$ cat config.mk
export PLATFORM = sky130hd
export DESIGN_NAME = alu_rr_arbiter_flat
export DESIGN_NICKNAME = d
export VERILOG_FILES = /design/src/rtl/alu_rr_arbiter_if.sv /design/src/rtl/alu_rr_arbiter.sv /design/src/flat_wrapper.sv
export SDC_FILE = /design/constraint.sdc
export NUM_CORES = 1
export LEC_CHECK = 0
export CAP_MARGIN = 20
export CORE_MARGIN = 2
export CORE_UTILIZATION = 48
export DETAILED_ROUTE_END_ITERATION = 6
export PLACE_DENSITY = 0.78
export SYNTH_ARGS = -nofsm -noshare
export SYNTH_HDL_FRONTEND = slang
export SYNTH_SLANG_ARGS = --single-unit
$ cat constraint.sdc
create_clock -name clk -period 3.2 [get_ports clk]
set_clock_uncertainty 0.15 [all_clocks]
set_input_delay 0.64 -clock clk [delete_from_list [all_inputs] [get_ports clk]]
set_output_delay 0.64 -clock clk [all_outputs]
set_load 0.02 [all_outputs]
$ cat src/rtl/alu_rr_arbiter_if.sv
// Request/result bundle between two requesters, the shared-ALU arbiter and
// the result consumer.
interface alu_rr_arbiter_if;
    logic       req0_valid;
    logic [7:0] req0_a;
    logic [7:0] req0_b;
    logic [1:0] req0_op;
    logic       req0_ready;
    logic       req1_valid;
    logic [7:0] req1_a;
    logic [7:0] req1_b;
    logic [1:0] req1_op;
    logic       req1_ready;
    logic       res_valid;
    logic       res_ready;
    logic [7:0] res;
    logic       res_id;
    logic       res_zero;
    logic       busy;

    // Requesters and consumer side
    modport master (
        output req0_valid, req0_a, req0_b, req0_op,
        output req1_valid, req1_a, req1_b, req1_op,
        output res_ready,
        input  req0_ready, req1_ready, res_valid, res, res_id, res_zero, busy
    );

    // Arbiter side
    modport slave (
        input  req0_valid, req0_a, req0_b, req0_op,
        input  req1_valid, req1_a, req1_b, req1_op,
        input  res_ready,
        output req0_ready, req1_ready, res_valid, res, res_id, res_zero, busy
    );
endinterface

$ cat src/rtl/alu_rr_arbiter.sv
// Two-channel round-robin arbiter sharing one 8-bit ALU. A granted request is
// latched in IDLE, evaluated in EXEC, and its tagged result is held in DONE
// until the consumer takes it.
module alu_rr_arbiter #(
    parameter bit PRIO_RESET = 1'b0
) (
    input logic             clk,
    input logic             rst_n,
    alu_rr_arbiter_if.slave bus
);
    typedef enum logic [1:0] {IDLE, EXEC, DONE} state_t;

    state_t     state_q;
    logic       ptr_q;
    logic [7:0] a_q, b_q;
    logic [1:0] op_q;
    logic       id_q;
    logic [7:0] res_q;
    logic       res_id_q;
    logic       res_zero_q;

    logic       gnt_vld;
    logic       gnt_id;
    logic       accept;
    logic [7:0] alu_d;

    // Grant: a lone valid wins outright; under contention ptr decides.
    always_comb begin
        gnt_vld = bus.req0_valid | bus.req1_valid;
        gnt_id  = (bus.req0_valid & bus.req1_valid) ? ptr_q : bus.req1_valid;
        accept  = (state_q == IDLE) & gnt_vld & rst_n;
    end

    assign bus.req0_ready = accept & ~gnt_id;
    assign bus.req1_ready = accept &  gnt_id;
    assign bus.res_valid  = (state_q == DONE);
    assign bus.busy       = (state_q != IDLE);
    assign bus.res        = res_q;
    assign bus.res_id     = res_id_q;
    assign bus.res_zero   = res_zero_q;

    // ALU on latched operands; results wrap modulo 256.
    always_comb begin
        alu_d = 8'h00;
        case (op_q)
            2'b00: alu_d = a_q + b_q;
            2'b01: alu_d = a_q - b_q;
            2'b10: alu_d = a_q ^ b_q;
            2'b11: alu_d = {a_q[6:0], 1'b0};
            default: alu_d = 8'h00;
        endcase
    end

    // Sequencer: latch on accept, register result leaving EXEC, hold in DONE.
    always_ff @(posedge clk or negedge rst_n) begin
        if (!rst_n) begin
            state_q    <= IDLE;
            ptr_q      <= PRIO_RESET;
            a_q        <= 8'h00;
            b_q        <= 8'h00;
            op_q       <= 2'b00;
            id_q       <= 1'b0;
            res_q      <= 8'h00;
            res_id_q   <= 1'b0;
            res_zero_q <= 1'b0;
        end else begin
            case (state_q)
                IDLE: begin
                    if (gnt_vld) begin
                        a_q     <= gnt_id ? bus.req1_a  : bus.req0_a;
                        b_q     <= gnt_id ? bus.req1_b  : bus.req0_b;
                        op_q    <= gnt_id ? bus.req1_op : bus.req0_op;
                        id_q    <= gnt_id;
                        ptr_q   <= ~gnt_id;
                        state_q <= EXEC;
                    end
                end
                EXEC: begin
                    res_q      <= alu_d;
                    res_id_q   <= id_q;
                    res_zero_q <= (alu_d == 8'h00);
                    state_q    <= DONE;
                end
                DONE: begin
                    if (bus.res_ready) state_q <= IDLE;
                end
                default: state_q <= IDLE;
            endcase
        end
    end
endmodule

$ cat src/flat_wrapper.sv
// flat-port wrapper written by rule: the top's interface ports become plain ports
module alu_rr_arbiter_flat 
#(
    parameter bit PRIO_RESET = 1'b0
)
  (clk, rst_n, bus_req0_valid, bus_req0_a, bus_req0_b, bus_req0_op, bus_req1_valid, bus_req1_a, bus_req1_b, bus_req1_op, bus_res_ready, bus_req0_ready, bus_req1_ready, bus_res_valid, bus_res, bus_res_id, bus_res_zero, bus_busy);
  alu_rr_arbiter_if bus_i ();
  input logic clk;
  input logic rst_n;
  input wire logic [$bits(bus_i.req0_valid)-1:0] bus_req0_valid;
  input wire logic [$bits(bus_i.req0_a)-1:0] bus_req0_a;
  input wire logic [$bits(bus_i.req0_b)-1:0] bus_req0_b;
  input wire logic [$bits(bus_i.req0_op)-1:0] bus_req0_op;
  input wire logic [$bits(bus_i.req1_valid)-1:0] bus_req1_valid;
  input wire logic [$bits(bus_i.req1_a)-1:0] bus_req1_a;
  input wire logic [$bits(bus_i.req1_b)-1:0] bus_req1_b;
  input wire logic [$bits(bus_i.req1_op)-1:0] bus_req1_op;
  input wire logic [$bits(bus_i.res_ready)-1:0] bus_res_ready;
  output wire logic [$bits(bus_i.req0_ready)-1:0] bus_req0_ready;
  output wire logic [$bits(bus_i.req1_ready)-1:0] bus_req1_ready;
  output wire logic [$bits(bus_i.res_valid)-1:0] bus_res_valid;
  output wire logic [$bits(bus_i.res)-1:0] bus_res;
  output wire logic [$bits(bus_i.res_id)-1:0] bus_res_id;
  output wire logic [$bits(bus_i.res_zero)-1:0] bus_res_zero;
  output wire logic [$bits(bus_i.busy)-1:0] bus_busy;
  assign bus_i.req0_valid = bus_req0_valid;
  assign bus_i.req0_a = bus_req0_a;
  assign bus_i.req0_b = bus_req0_b;
  assign bus_i.req0_op = bus_req0_op;
  assign bus_i.req1_valid = bus_req1_valid;
  assign bus_i.req1_a = bus_req1_a;
  assign bus_i.req1_b = bus_req1_b;
  assign bus_i.req1_op = bus_req1_op;
  assign bus_i.res_ready = bus_res_ready;
  assign bus_req0_ready = bus_i.req0_ready;
  assign bus_req1_ready = bus_i.req1_ready;
  assign bus_res_valid = bus_i.res_valid;
  assign bus_res = bus_i.res;
  assign bus_res_id = bus_i.res_id;
  assign bus_res_zero = bus_i.res_zero;
  assign bus_busy = bus_i.busy;
  alu_rr_arbiter #(.PRIO_RESET(PRIO_RESET)) u_core (.clk(clk), .rst_n(rst_n), .bus(bus_i));
endmodule
==> summary.md <==
| Metric | Value |
|---|---|
| Status | finished with violations |
| Failing checks | design-rule violations |
| RSZ-0062 raised after global routing | no |
| Total Wirelength | 4780 µm |
| Drt pass-1 iters | 7 |
| CTS tree | done |
| Area delta synth->final | 34.5% |
| Critical path arrival | 2.96 ns |
| Leading post-synthesis cells by cell area | dfrtp_1 (40%), a222oi_1 (9.0%), inv_1 (5.3%), ha_1 (5.0%), xnor2_1 (4.4%) |
| Max Cap Viol | 0 |
| Cts-stage hold buffer count | 0 |
| CP startpoint | u_core.b_q[1]$_DFFE_PN0P_ |
| DP HPWL | 3680 µm |
| Core area | 4000 µm² |
| Async set-or-reset flop fraction in the synthesized netlist | 100% |
| DR vias | 1748 |
| Post-Syn Area | 2000 µm² |
| Routed len/inst | 15.2 µm |
| Xor/xnor share of the synthesized area | 7.01% |
| Reg-to-reg slack, setup | 0.28 ns |
| Max Clk Rate | 343 MHz |
| Leading cell types in the layout, fill and taps excluded | clkdlybuf4s50_1 (54), dfrtp_1 (32), inv_1 (28) |
| Cell Pwr Density | 1280 nW/µm² |
| CP max FO | 6 |
| Hold Vio Cnt, Final | 0 |
| # setup viols final | 0 |
| CTS root buf | clkbuf_8 |
| Number of synthesized flops with an enable pin | 0 |
| Hold worst-path end | u_core.bus.res[4]$_DFFE_PN0N_ |
| Vias in the first global route | 1784 |
| Mapped Cells | 208 |
| Initial antenna violation count | 0 |
| Share of layout cells above drive strength 1 | 9.09% |
| Setup CP Type | reg2reg |
| WL met3 | 348 µm |
| Worst r2r dst | u_core.bus.res_zero$_DFFE_PN0N_ |
| Yosys reg bits | 32 |
| Die area | 4700 µm² |
| Placed Area | 2600 µm² |
| Final #Nets | 313 |
| Mux contribution to synthesized area | 4.94% |
| Synth Area in Adders | 6.01% |
| Yosys warnings | 0 |
| Period utilization | 91.1% |
| Post-CTS setup buffer count | 0 |
| Worst Path Buf+Inv | 1 |
| Clock share of power | 9.2% |
| Total track usage | 23.6% |
| Critical path's largest stage delay | 0.45 ns |
| H-tree Lvls | 2 |
| Post-Synth Simple-Gate Area | 10.8% |
| LEAKAGE | 1.24 nW |
| Syn Nets | 258 |
| Worst-path clk slew | 0.06 ns |
| Sw Ratio | 45.9% |
| Seq/Total Area, Yosys | 40.1% |
| Switching power of the nets | 0.00158 W |
| Global-route wire length before repair | 8100 µm |
| Num CTS Buffers | 5 |
| Comb pwr share | 67.0% |
| Clk Latency, worst-skew pair | 0.28 ns |
| CP Capture Type | flop |
| Setup TNS | 0 ns |
| CP top delay family | adder cells |
| Grt ovf | 0 |
| Startpoint Class | flop |
| Sequential Power Share | 23.8% |
| RD Place Congestion | 0.864 |
| Met2 Routed Length | 2410 µm |
| Netlist cell types | 42 |
| Top Layer Used | met4 |
| Crit-path slowest cell | dfrtp_1 |
| Design area | 2690 µm² |
| Row Count | 23 |
| M1 WL | 1960 µm |
| Critical R2R Launch | u_core.b_q[1]$_DFFE_PN0P_ |
| Final min period | 2.92 ns |
| Initial drt markers | 196 |
| R2R depth | 10 |
| Largest family of logic cells by synthesized area | compound AO/OA/AOI/OAI gates |
| Synth Area per Inst | 9.61 µm² |
| Max IR drop VDD | 0.723 mV |
| Least-Margin Pin Slew | 0.553 ns |
| Crit-path cells | inv_1 -> ha_1 -> mux2_2 -> fa_1 -> nand2b_1 -> a21oi_1 -> nor4_1 -> a2111oi_4 -> nand4_1 -> o31ai_1 |
| Area leader, netlist | dfrtp_1 |
| CP required | 3.24 ns |
| WHS Path Cells | 2 |
| Largest net degree at the start of global routing | 22 |
| Post-cts sizing count | 0 |
| Die Width | 68.5 µm |
| Total stage count of the critical path | 10 |
| ANT nets after route | 0 |
| P_int | 0.00186 W |
| IO buf count | 54 |
| Yosys top cell area share | 40.1% |
| Fin Hold WS | 0.325 ns |
| Most common cell after layout, fill and taps aside | clkdlybuf4s50_1 |
| Ant diodes | 0 |
| Worst hold path startpoint | u_core.bus.res[4]$_DFFE_PN0N_ |
| Max Root-Sink Buffers | 2 |
| Initial Utilization | 50.0% |
| Vias/cell | 5.57 |
| Io pins | 55 |
| Post-route DRC | 4 |
| Worst Hold Class | reg2reg |
| Slew Viols, Final | 0 |
| # clock sinks | 32 |
| Die height | 68.5 µm |
| Post-synthesis compound-gate area fraction | 22.5% |
| Top_reg_cell synth | dfrtp_1 |
| Slew headroom | 63.1% |
## worst max path at each step
stage,to
after floorplan,u_core.bus.res_zero$_DFFE_PN0N_
after global placement,u_core.bus.res_zero$_DFFE_PN0N_
after detailed placement,u_core.bus.res_zero$_DFFE_PN0N_
after CTS,u_core.bus.res_zero$_DFFE_PN0N_
after global routing,u_core.bus.res_zero$_DFFE_PN0N_
final,u_core.bus.res_zero$_DFFE_PN0N_
## metal layers
metal,up-vias,global-route usage [%]
met5,-,0
met4,0,7.50
met3,6,6.33
met2,63,39.3
met1,823,29.9
li1,856,-
## logic make-up after synthesis
group	count (synthesis)
DFF	32
muxes	9
buffers and inverters	42
AOI/OAI and AO/OA	58
adders and majority gates	9
xor gates and xnor gates	16
and+or+nand+nor	42
## cells in the mapped netlist (3+ instances only)
| cell type | instances |
|---|---|
| a21oi_1 | 8 |
| a222oi_1 | 18 |
| buf_2 | 3 |
| clkbuf_1 | 8 |
| dfrtp_1 | 32 |
| ha_1 | 8 |
| inv_1 | 28 |
| mux2_2 | 6 |
| nand2_1 | 11 |
| nand2b_1 | 7 |
| nor2_1 | 12 |
| nor3_1 | 4 |
| o21ai_0 | 13 |
| xnor2_1 | 10 |
| xor2_1 | 6 |
## area by class of cell
cell class | count | area, µm²
inverters | 28 | 105
fillers | 321 | 1310
repair buffers | 62 | 601
clock buffers | 8 | 90.1
well taps | 50 | 62.6
multi-input cells | 134 | 1030
flip-flops and latches | 32 | 801
## tightest hold or removal path, cell delays in order (launching register included)
cell     delay, ns
dfrtp_1       0.34
nand2_1       0.04
o21ai_0       0.06
## flip-flops by register name (all words and copies together) (netlist names)
| signal | count |
|---|---|
| u_core.a_q | 8 |
| u_core.b_q | 8 |
| u_core.bus.res | 8 |
| u_core.bus.res_id | 1 |
| u_core.bus.res_zero | 1 |
| u_core.id_q | 1 |
| u_core.op_q | 2 |
| u_core.ptr_q | 1 |
| u_core.state_q | 2 |
## power by group through the flow
stage                     registers (W)  clock network, W  logic, W
final                          0.000820          0.000316   0.00231
after detailed placement       0.000827                 0   0.00228
after CTS                      0.000819          0.000325   0.00230
after global placement         0.000820                 0   0.00223
after floorplan                0.000823                 0   0.00169
after global routing           0.000854          0.000344   0.00256
## stage by stage
step                util [%]  power [W]  cells  setup WS [ns]
finish                  67.2    0.00344    314          0.285
CTS                     67.2    0.00345    314          0.286
floorplan                  -    0.00252    208          0.496
global route            67.2    0.00376    314         0.0579
detailed placement      65.0    0.00310    306          0.306
global placement        65.0    0.00305    306          0.307
Power figures use the tool's default switching activity.
